[src/rtl/byte_addr_data_mem_if.sv]
// Request/response bus for byte_addr_data_mem.
// master: drives req_* (valid, we, addr, size, signed, wdata), receives req_ready and resp_*.
// slave : the memory; drives req_ready, resp_valid, resp_rdata, resp_err.
interface byte_addr_data_mem_if;
    logic        req_valid;
    logic        req_ready;
    logic        req_we;
    logic [31:0] req_addr;
    logic [1:0]  req_size;
    logic        req_signed;
    logic [31:0] req_wdata;
    logic        resp_valid;
    logic [31:0] resp_rdata;
    logic        resp_err;

    modport master (
        output req_valid, req_we, req_addr, req_size, req_signed, req_wdata,
        input  req_ready, resp_valid, resp_rdata, resp_err
    );

    modport slave (
        input  req_valid, req_we, req_addr, req_size, req_signed, req_wdata,
        output req_ready, resp_valid, resp_rdata, resp_err
    );
endinterface

[src/rtl/byte_addr_data_mem.sv]
// Byte-addressable little-endian data memory with a fixed-latency valid/ready
// request port and a one-cycle response pulse.
// Ports:
//   clk   - rising-edge clock
//   reset - asynchronous active-high reset (control/response state only)
//   bus   - slave side of byte_addr_data_mem_if (request in, response out)
module byte_addr_data_mem #(
    parameter int unsigned DEPTH_WORDS = 64,
    parameter int unsigned LATENCY     = 1
) (
    input  logic                       clk,
    input  logic                       reset,
    byte_addr_data_mem_if.slave        bus
);

    localparam int unsigned IDX_W = $clog2(DEPTH_WORDS);
    localparam int unsigned CNT_W = 2;

    typedef enum logic {IDLE, BUSY} state_e;

    // Array starts at zero; reset never touches it.
    logic [31:0] mem_q [DEPTH_WORDS] = '{default: 32'h0};

    state_e             state_q, state_d;
    logic [CNT_W-1:0]   cnt_q, cnt_d;
    logic               ready_q, ready_d;
    logic               resp_valid_q, resp_valid_d;
    logic [31:0]        resp_rdata_q, resp_rdata_d;
    logic               resp_err_q, resp_err_d;
    logic [31:0]        pend_rdata_q, pend_rdata_d;
    logic               pend_err_q, pend_err_d;

    logic [IDX_W-1:0]   idx_c;
    logic [1:0]         lane_c;
    logic               err_c;
    logic [31:0]        rd_word_c;
    logic [7:0]         rd_byte_c;
    logic [15:0]        rd_half_c;
    logic [31:0]        load_c;
    logic [3:0]         be_c;
    logic [31:0]        wdata_c;
    logic               accept_c;
    logic               write_c;

    // Address decode, fault detection, load extraction and store lane steering.
    always_comb begin
        idx_c  = bus.req_addr[IDX_W+1:2];
        lane_c = bus.req_addr[1:0];

        case (bus.req_size)
            2'b00:   err_c = 1'b0;
            2'b01:   err_c = lane_c[0];
            2'b10:   err_c = |lane_c;
            default: err_c = 1'b1;
        endcase
        if (|bus.req_addr[31:IDX_W+2]) begin
            err_c = 1'b1;
        end

        rd_word_c = mem_q[idx_c];
        rd_byte_c = 8'(rd_word_c >> {lane_c, 3'b000});
        rd_half_c = lane_c[1] ? rd_word_c[31:16] : rd_word_c[15:0];

        case (bus.req_size)
            2'b00:   load_c = {{24{bus.req_signed & rd_byte_c[7]}}, rd_byte_c};
            2'b01:   load_c = {{16{bus.req_signed & rd_half_c[15]}}, rd_half_c};
            default: load_c = rd_word_c;
        endcase

        // Replicate store data across lanes so each enabled lane picks its own copy.
        case (bus.req_size)
            2'b00: begin
                be_c    = 4'b0001 << lane_c;
                wdata_c = {4{bus.req_wdata[7:0]}};
            end
            2'b01: begin
                be_c    = lane_c[1] ? 4'b1100 : 4'b0011;
                wdata_c = {2{bus.req_wdata[15:0]}};
            end
            2'b10: begin
                be_c    = 4'b1111;
                wdata_c = bus.req_wdata;
            end
            default: begin
                be_c    = 4'b0000;
                wdata_c = bus.req_wdata;
            end
        endcase

        accept_c = bus.req_valid & ready_q;
        write_c  = accept_c & bus.req_we & ~err_c & ~reset;
    end

    // Store commits at the acceptance edge, byte lanes only.
    always_ff @(posedge clk) begin
        if (write_c) begin
            for (int i = 0; i < 4; i++) begin
                if (be_c[i]) begin
                    mem_q[idx_c][8*i +: 8] <= wdata_c[8*i +: 8];
                end
            end
        end
    end

    // Next-state and response logic.
    always_comb begin
        state_d      = state_q;
        cnt_d        = cnt_q;
        ready_d      = 1'b1;
        resp_valid_d = 1'b0;
        resp_rdata_d = 32'h0;
        resp_err_d   = 1'b0;
        pend_rdata_d = pend_rdata_q;
        pend_err_d   = pend_err_q;

        case (state_q)
            IDLE: begin
                if (accept_c) begin
                    if (LATENCY == 1) begin
                        resp_valid_d = 1'b1;
                        resp_rdata_d = (bus.req_we || err_c) ? 32'h0 : load_c;
                        resp_err_d   = err_c;
                    end else begin
                        // Counter holds the remaining BUSY edges before the response cycle.
                        state_d      = BUSY;
                        cnt_d        = CNT_W'(LATENCY - 1);
                        ready_d      = 1'b0;
                        pend_rdata_d = (bus.req_we || err_c) ? 32'h0 : load_c;
                        pend_err_d   = err_c;
                    end
                end
            end
            BUSY: begin
                ready_d = 1'b0;
                cnt_d   = cnt_q - CNT_W'(1);
                if (cnt_q == CNT_W'(1)) begin
                    state_d      = IDLE;
                    ready_d      = 1'b1;
                    resp_valid_d = 1'b1;
                    resp_rdata_d = pend_rdata_q;
                    resp_err_d   = pend_err_q;
                end
            end
            default: begin
                state_d = IDLE;
            end
        endcase
    end

    // Control and response registers.
    always_ff @(posedge clk or posedge reset) begin
        if (reset) begin
            state_q      <= IDLE;
            cnt_q        <= '0;
            ready_q      <= 1'b1;
            resp_valid_q <= 1'b0;
            resp_rdata_q <= 32'h0;
            resp_err_q   <= 1'b0;
            pend_rdata_q <= 32'h0;
            pend_err_q   <= 1'b0;
        end else begin
            state_q      <= state_d;
            cnt_q        <= cnt_d;
            ready_q      <= ready_d;
            resp_valid_q <= resp_valid_d;
            resp_rdata_q <= resp_rdata_d;
            resp_err_q   <= resp_err_d;
            pend_rdata_q <= pend_rdata_d;
            pend_err_q   <= pend_err_d;
        end
    end

    assign bus.req_ready  = ready_q;
    assign bus.resp_valid = resp_valid_q;
    assign bus.resp_rdata = resp_rdata_q;
    assign bus.resp_err   = resp_err_q;

endmodule

[src/flat_wrapper.sv]
// flat-port wrapper written by rule: the top's interface ports become plain ports
module byte_addr_data_mem_flat 
#(
    parameter int unsigned DEPTH_WORDS = 64,
    parameter int unsigned LATENCY     = 1
)
  (clk, reset, bus_req_valid, bus_req_we, bus_req_addr, bus_req_size, bus_req_signed, bus_req_wdata, bus_req_ready, bus_resp_valid, bus_resp_rdata, bus_resp_err);
  byte_addr_data_mem_if bus_i ();
  input  logic clk;
  input  logic reset;
  input wire logic [$bits(bus_i.req_valid)-1:0] bus_req_valid;
  input wire logic [$bits(bus_i.req_we)-1:0] bus_req_we;
  input wire logic [$bits(bus_i.req_addr)-1:0] bus_req_addr;
  input wire logic [$bits(bus_i.req_size)-1:0] bus_req_size;
  input wire logic [$bits(bus_i.req_signed)-1:0] bus_req_signed;
  input wire logic [$bits(bus_i.req_wdata)-1:0] bus_req_wdata;
  output wire logic [$bits(bus_i.req_ready)-1:0] bus_req_ready;
  output wire logic [$bits(bus_i.resp_valid)-1:0] bus_resp_valid;
  output wire logic [$bits(bus_i.resp_rdata)-1:0] bus_resp_rdata;
  output wire logic [$bits(bus_i.resp_err)-1:0] bus_resp_err;
  assign bus_i.req_valid = bus_req_valid;
  assign bus_i.req_we = bus_req_we;
  assign bus_i.req_addr = bus_req_addr;
  assign bus_i.req_size = bus_req_size;
  assign bus_i.req_signed = bus_req_signed;
  assign bus_i.req_wdata = bus_req_wdata;
  assign bus_req_ready = bus_i.req_ready;
  assign bus_resp_valid = bus_i.resp_valid;
  assign bus_resp_rdata = bus_i.resp_rdata;
  assign bus_resp_err = bus_i.resp_err;
  byte_addr_data_mem #(.DEPTH_WORDS(DEPTH_WORDS), .LATENCY(LATENCY)) u_core (.clk(clk), .reset(reset), .bus(bus_i));
endmodule
[config.mk]
export PLATFORM = sky130hd
export DESIGN_NAME = byte_addr_data_mem_flat
export DESIGN_NICKNAME = d
export VERILOG_FILES = /design/src/rtl/byte_addr_data_mem_if.sv /design/src/rtl/byte_addr_data_mem.sv /design/src/flat_wrapper.sv
export SDC_FILE = /design/constraint.sdc
export NUM_CORES = 2
export LEC_CHECK = 0
export BUFFER_PORTS_ARGS = -buffer_cell sky130_fd_sc_hd__buf_2
export CORE_ASPECT_RATIO = 1.25
export CORE_MARGIN = 2
export CORE_UTILIZATION = 25
export CTS_CLUSTER_DIAMETER = 150
export DETAILED_ROUTE_END_ITERATION = 7
export PLACE_DENSITY = 0.37
export SLEW_MARGIN = 20
export SYNTH_ARGS = -nofsm -noshare
export SYNTH_HDL_FRONTEND = slang
export SYNTH_SLANG_ARGS = --single-unit
export TNS_END_PERCENT = 1
[constraint.sdc]
create_clock -name clk -period 2.19 [get_ports clk]
set_input_delay 0.3285 -clock clk [delete_from_list [all_inputs] [get_ports clk]]
set_output_delay 0.3285 -clock clk [all_outputs]
set_load 0.005 [all_outputs]
* Yosys cells after proc, flatten, opt, wreduce, memory -nomap -nowiden
Memories as Yosys holds them, arrays and structs flattened.
Index checks and enable logic that the tools add are counted.
** Word-level totals
- Bits in registers :: 38
- RAM bits :: 2048
- Input port bits :: 71
- Word-level logic and storage cells :: 57
- Memories :: 1
** Cells by class
- Add/subtract/negate cells :: 1
- Eq/ne operators :: 3
- Shift operators :: 2
- Multiplexer cells :: 31
- Bitwise logic cells :: 9
- Reduce and logical (&&, ||, !) cells :: 4
** Memories
- u_core.mem_q :: depth 64, width 32, rd ports 1, clocked after memory_dff 0, write ports 1, RTL line byte_addr_data_mem.sv:22 : logic [31:0] mem_q [DEPTH_WORDS] = '{default: 32'h0};
** Operator list (count)
- 32-bit case mux with 2 select lines :: 3
- 32-bit two-way mux :: 2
- 32-bit by 5-bit right shift with 8-bit output :: 1
- 24-bit OR reduction :: 1
- 1-bit two-way mux :: 17
- 16-bit two-way mux :: 1
- 4-bit case mux with 3 select lines :: 1
- 1-bit case mux with 2 select lines :: 4
- 1-bit bitwise AND :: 6
- 2-bit by 1-bit equality test with 1-bit output (second input constant) :: 2
- 4-bit two-way mux :: 1
- 1-bit by 2-bit left shift with 4-bit output (first input constant) :: 1
- 1-bit NOT :: 3
- 1-bit case mux with 3 select lines :: 1
- 2-bit equality test (second input constant) :: 1
- 2-bit zero test :: 1
- 2-bit two-way mux :: 1
- 2-bit OR reduction :: 1
- 2-bit by 1-bit subtractor with 2-bit output (second input constant) :: 1
- 1-bit logical OR :: 1

* Logic depth before layout (Yosys ltp)
- Word-level depth :: 8
- Mapped depth :: 14
- Depth with buffers taken out :: 8

* Worst setup path after synthesis
No wires, ideal clock.
- Kind :: input -> register
- From :: input bus_req_size[0]
- To :: memory u_core.mem_q[0][24], data pin
- Setup time :: 0.702 ns
- Arrival :: 3.674 ns
- Setup slack :: -2.185 ns
- Cell stages on the path :: 4
- Cell sequence :: clkbuf_1 buf_1 mux2i_1 o21ai_0
** On the way
- Cells in the longest elaborated chain, start to end :: 2
- Elaborated cells between the ends (all ways) :: 3
** Ends and longest elaborated chain
- start, declared :: RTL line flat_wrapper.sv:14 : input wire logic [$bits(bus_i.req_size)-1:0] bus_req_size;
- 2-bit by 1-bit equality test with 1-bit output / 2-bit zero test (equally long branches) :: RTL line byte_addr_data_mem.sv:71 : case (bus.req_size)
- 32-bit case mux with 2 select lines * :: RTL line byte_addr_data_mem.sv:71
- via u_core.wdata_c[24] :: RTL line byte_addr_data_mem.sv:41 : logic [31:0] wdata_c;
- end, declared :: RTL line byte_addr_data_mem.sv:22
Mark *: on every way through the listed nets, which the timed path passes. The rest lies on a longest branch.

* Worst setup path in the final report
- From :: memory u_core.mem_q[60][7]
- To :: register u_core.resp_rdata_q[25] (netlist: u_core.bus.resp_rdata[25])
** On the way
- Cells in the longest elaborated chain, start to end :: 7
** Ends and longest elaborated chain
- memory read 64 x 32 bit
- 32-bit by 5-bit right shift with 8-bit output :: RTL line byte_addr_data_mem.sv:61 : rd_byte_c = 8'(rd_word_c >> {lane_c, 3'b000});
- 1-bit bitwise AND :: RTL line byte_addr_data_mem.sv:65 : 2'b00: load_c = {{24{bus.req_signed & rd_byte_c[7]}}, rd_byte_c};
- 32-bit case mux with 2 select lines :: RTL line byte_addr_data_mem.sv:64 : case (bus.req_size)
- 32-bit two-way mux :: RTL line byte_addr_data_mem.sv:121 : resp_rdata_d = (bus.req_we || err_c) ? 32'h0 : load_c;
- 32-bit two-way mux :: RTL line byte_addr_data_mem.sv:118 : if (accept_c) begin
- 32-bit case mux with 2 select lines :: RTL line byte_addr_data_mem.sv:116 : case (state_q)
- via u_core.resp_rdata_d[25] :: RTL line byte_addr_data_mem.sv:28 : logic [31:0] resp_rdata_q, resp_rdata_d;
- end signal, assigned :: RTL line byte_addr_data_mem.sv:166 : resp_rdata_q <= resp_rdata_d;
- end, declared :: RTL line byte_addr_data_mem.sv:28
The timed path passes the listed nets, and every way through them passes these cells.
A chain may end at the register's enable or synchronous reset.

==> metrics <==
placed inst area 0.0969 mm²; period utilization 127%; number of synthesized register bits 2086; crit path launch type flip-flop; DR WL/cell 34.9 µm; Synth Cell Area 0.0802 mm²; Peak VDD IR 0.000602 V; Min-Delay Path Class input port to flip-flop; Site Rows 232; Post-Synthesis Cells 4555; Largest stage delay, worst path 470 ps; vias per inst 5.00; vias 50300; post-synth top area cell edfxtp_1; critical-path maximum fanout 8; PD cells 833 mW/mm²; asr flop ratio synth 1.82%; GR Util met2 36.6%; Req. time, crit path 2950 ps; dpl ws -2040 ps; most common cell in the netlist edfxtp_1; Buf/Inv on CP 3; Post-synth EDFFs 2048; CORE AREA 0.319 mm²; R2R Path End u_core.bus.resp_rdata[25]$_DFF_PP0_; crit-path cells mux4_2 > and3_4 > a31oi_4 > buf_6 > o211ai_1 > nor4_4 > buf_4 > a2111oi_4 > nand3_2 > buf_12 > a22oi_1; Detailed Route WL 352000 µm; Syn-to-layout area delta 30.6%; post-DP HPWL 251000 µm; Data arrival, critical path 3540 ps; GRT Residual Overflow 0; Die W 511 µm; CTS clk-pin slew, worst paths 60 ps; post-route minimum period 2780 ps; Netlist cell types 86; violated checks negative setup slack; share of cells above drive strength 1 33.4%; predominant post-synthesis flop cell edfxtp_1; Final Hold Fails 0; CTS Sinks 2086; Layout Nets 5742; First-pass DRT Iterations 6; status finished, violations left; Die Ht 637 µm; M1 GR Usage 26.5%; r2r setup slk -590 ps; Pwr Total 0.0872 W; ANT nets after route 0; Final Max Tran Viols 0; syn_nets 4627; DRC Markers 0; relative slew slack 48.7%; Yosys top cell area share 76.7%; Fin Clk Skew 57.0 ps; # IOs 106; die area 0.325 mm²; grt peak-use layer met2; total of max-cap violations 0; Num CTS Buffers 219; Worst-Margin Slew 769 ps; clock latency at the later pin of the worst-skew pair 910 ps; Top delay family on crit path simple AND/OR/NAND/NOR gates; syn avg cell area 17.6 µm²; Area contributors post-synth edfxtp_1, a22oi_1, mux4_2, mux2i_1, mux2_2; Commonest cells post-synth edfxtp_1, a22oi_1, nor2_1, mux2i_1, nand2_1; setup tns final -37350 ps; Hold Path Depth 3; critical hold path startpoint bus_req_wdata[23]; unrepaired setup endpoints after global routing yes; Placer Congestion 0.896; global-route wire length before repair 469000 µm; M3 GR Usage 2.42%; Max Fclk 360 MHz; clock tree buffer depth 4; crit end category flip-flop; Syn. warnings 0; CTS tree yes; WHS Endpoint u_core.mem_q[62][23]$_DFFE_PP_; Util after Layout 32.8%; GRT Total Usage 21.2%; IO buf count 105; Max stage delay cell, worst path mux4_2; Layout fillers 30900; largest net degree at the start of global routing 65; sequential-to-total area share from yosys stat 77.9%; PnR worst setup slack -590 ps; initial antenna violation count 14; Crit Path Class flip-flop to flip-flop; Starting DRT DRC Count 4934; vias in the first global route 51000; starting density of the core 25.1%; Final setup violation count 472; worst r2r src u_core.mem_q[60][7]$_DFFE_PP_; Worst R2R Path Depth 11; Lkg Pwr 34.1 nW; H-tree levels 4; final instance area 0.105 mm²; CTS root buf clkbuf_16
[tightest hold or removal path: cells and delay by family]
| family | cells | cell delay (ps) |
|---|---|---|
| multiplexers | 1 | 200 |
| buffers and inverters | 2 | 300 |
[what timing repair did]
action | 4_1_cts | 5_1_grt
setup endpoints to repair | 543 | 931
endpoints found under the hold margin | 105 | 0
resized for setup | 109 | 80
cloned | 0 | 1
hold buffers | 12 | 0
pin swaps | 13 | 1
buffers inserted | 6 | 1
[stage by stage]
stage | hold WS [ps] | cells
after global routing | 68.9 | 10100
after CTS | 22.1 | 10100
after floorplan | 298 | 4555
final | 60.3 | 10100
after global placement | 461 | 9641
after detailed placement | 469 | 9641
[logic make-up (layout without fill, tap and decap cells)]
group	count (synthesis)	count (layout)	synth area share, %
AO/OA/AOI/OAI	1094	1094	10.0
XOR/XNOR	1	1	0.0109
adder cells (fa/ha/maj)	1	1	0.0156
buffers and inverters	332	1619	2.22
flip-flops	2086	2086	77.9
multiplexers	371	371	6.06
other	0	8	0
AND/OR/NAND/NOR	670	670	3.76
[report_power, final]
part	switching, W	internal [W]	total (W)
Clock	0.0162	0.0203	0.0365
Combinational	0.00437	0.00229	0.00666
Sequential	0.000000341	0.0441	0.0441
[cell type report]
cell class | count | area [µm²] | area share (%)
Sequential cell | 2086 | 62500 | 59.7
Timing Repair Buffer | 1212 | 13000 | 12.4
Antenna cell | 8 | 20.0 | 0.0191
Multi-Input combinational cell | 2137 | 17100 | 16.3
Inverter | 14 | 61.3 | 0.0586
Tap cell | 4212 | 5270 | 5.03
Clock buffer | 280 | 5800 | 5.54
Clock inverter | 113 | 982 | 0.938
[sequential cells by signal (all words and copies together), names as in the netlist]
register               count
u_core.bus.resp_rdata     32
u_core.cnt_q               2
u_core.bus.req_ready       1
u_core.state_q             1
u_core.bus.resp_valid      1
u_core.bus.resp_err        1
u_core.mem_q            2048
[placed cells by master, fill, tap and decap left out, types with 13 or more instances in the layout]
cell,n
edfxtp_1,2048
buf_4,743
a22oi_1,418
buf_12,313
clkbuf_16,223
nor2_1,209
mux2i_1,161
nand2_1,154
a221oi_1,132
a21oi_1,120
nor2_2,115
mux2_2,114
buf_2,101
mux4_2,77
o21ai_0,64
o22ai_1,61
clkbuf_1,55
a31oi_1,44
nand4_1,40
clkinv_2,40
clkinv_1,38
buf_6,38
dfrtp_1,37
a22o_1,34
a221o_1,33
a41oi_1,31
a222oi_1,28
nand3_1,25
nor2_4,16
bufinv_16,14
o211ai_1,13
[routing by layer]
metal / vias up / routed length [µm]
li1: 21000 / -
met1: 27100 / 142000
met2: 1733 / 176000
met3: 517 / 15000
met4: 2 / 18900
met5: - / 12
[how the worst max path moves through the flow]
stage,startpoint,end,slack [ps],cells after the start
2_1_floorplan,reset,u_core.mem_q[11][16]$_DFFE_PP_,-430,6
4_1_cts,u_core.mem_q[13][7]$_DFFE_PP_,u_core.bus.resp_rdata[7]$_DFF_PP0_,-590,11
5_1_grt,u_core.mem_q[63][7]$_DFFE_PP_,u_core.bus.resp_rdata[25]$_DFF_PP0_,-650,11
6_report,u_core.mem_q[60][7]$_DFFE_PP_,u_core.bus.resp_rdata[25]$_DFF_PP0_,-590,11
3_5_place_dp,bus_req_addr[4],u_core.bus.resp_rdata[7]$_DFF_PP0_,-2040,14
3_3_place_gp,bus_req_addr[4],u_core.bus.resp_rdata[7]$_DFF_PP0_,-2510,14
(Power assumes the default switching activity.)
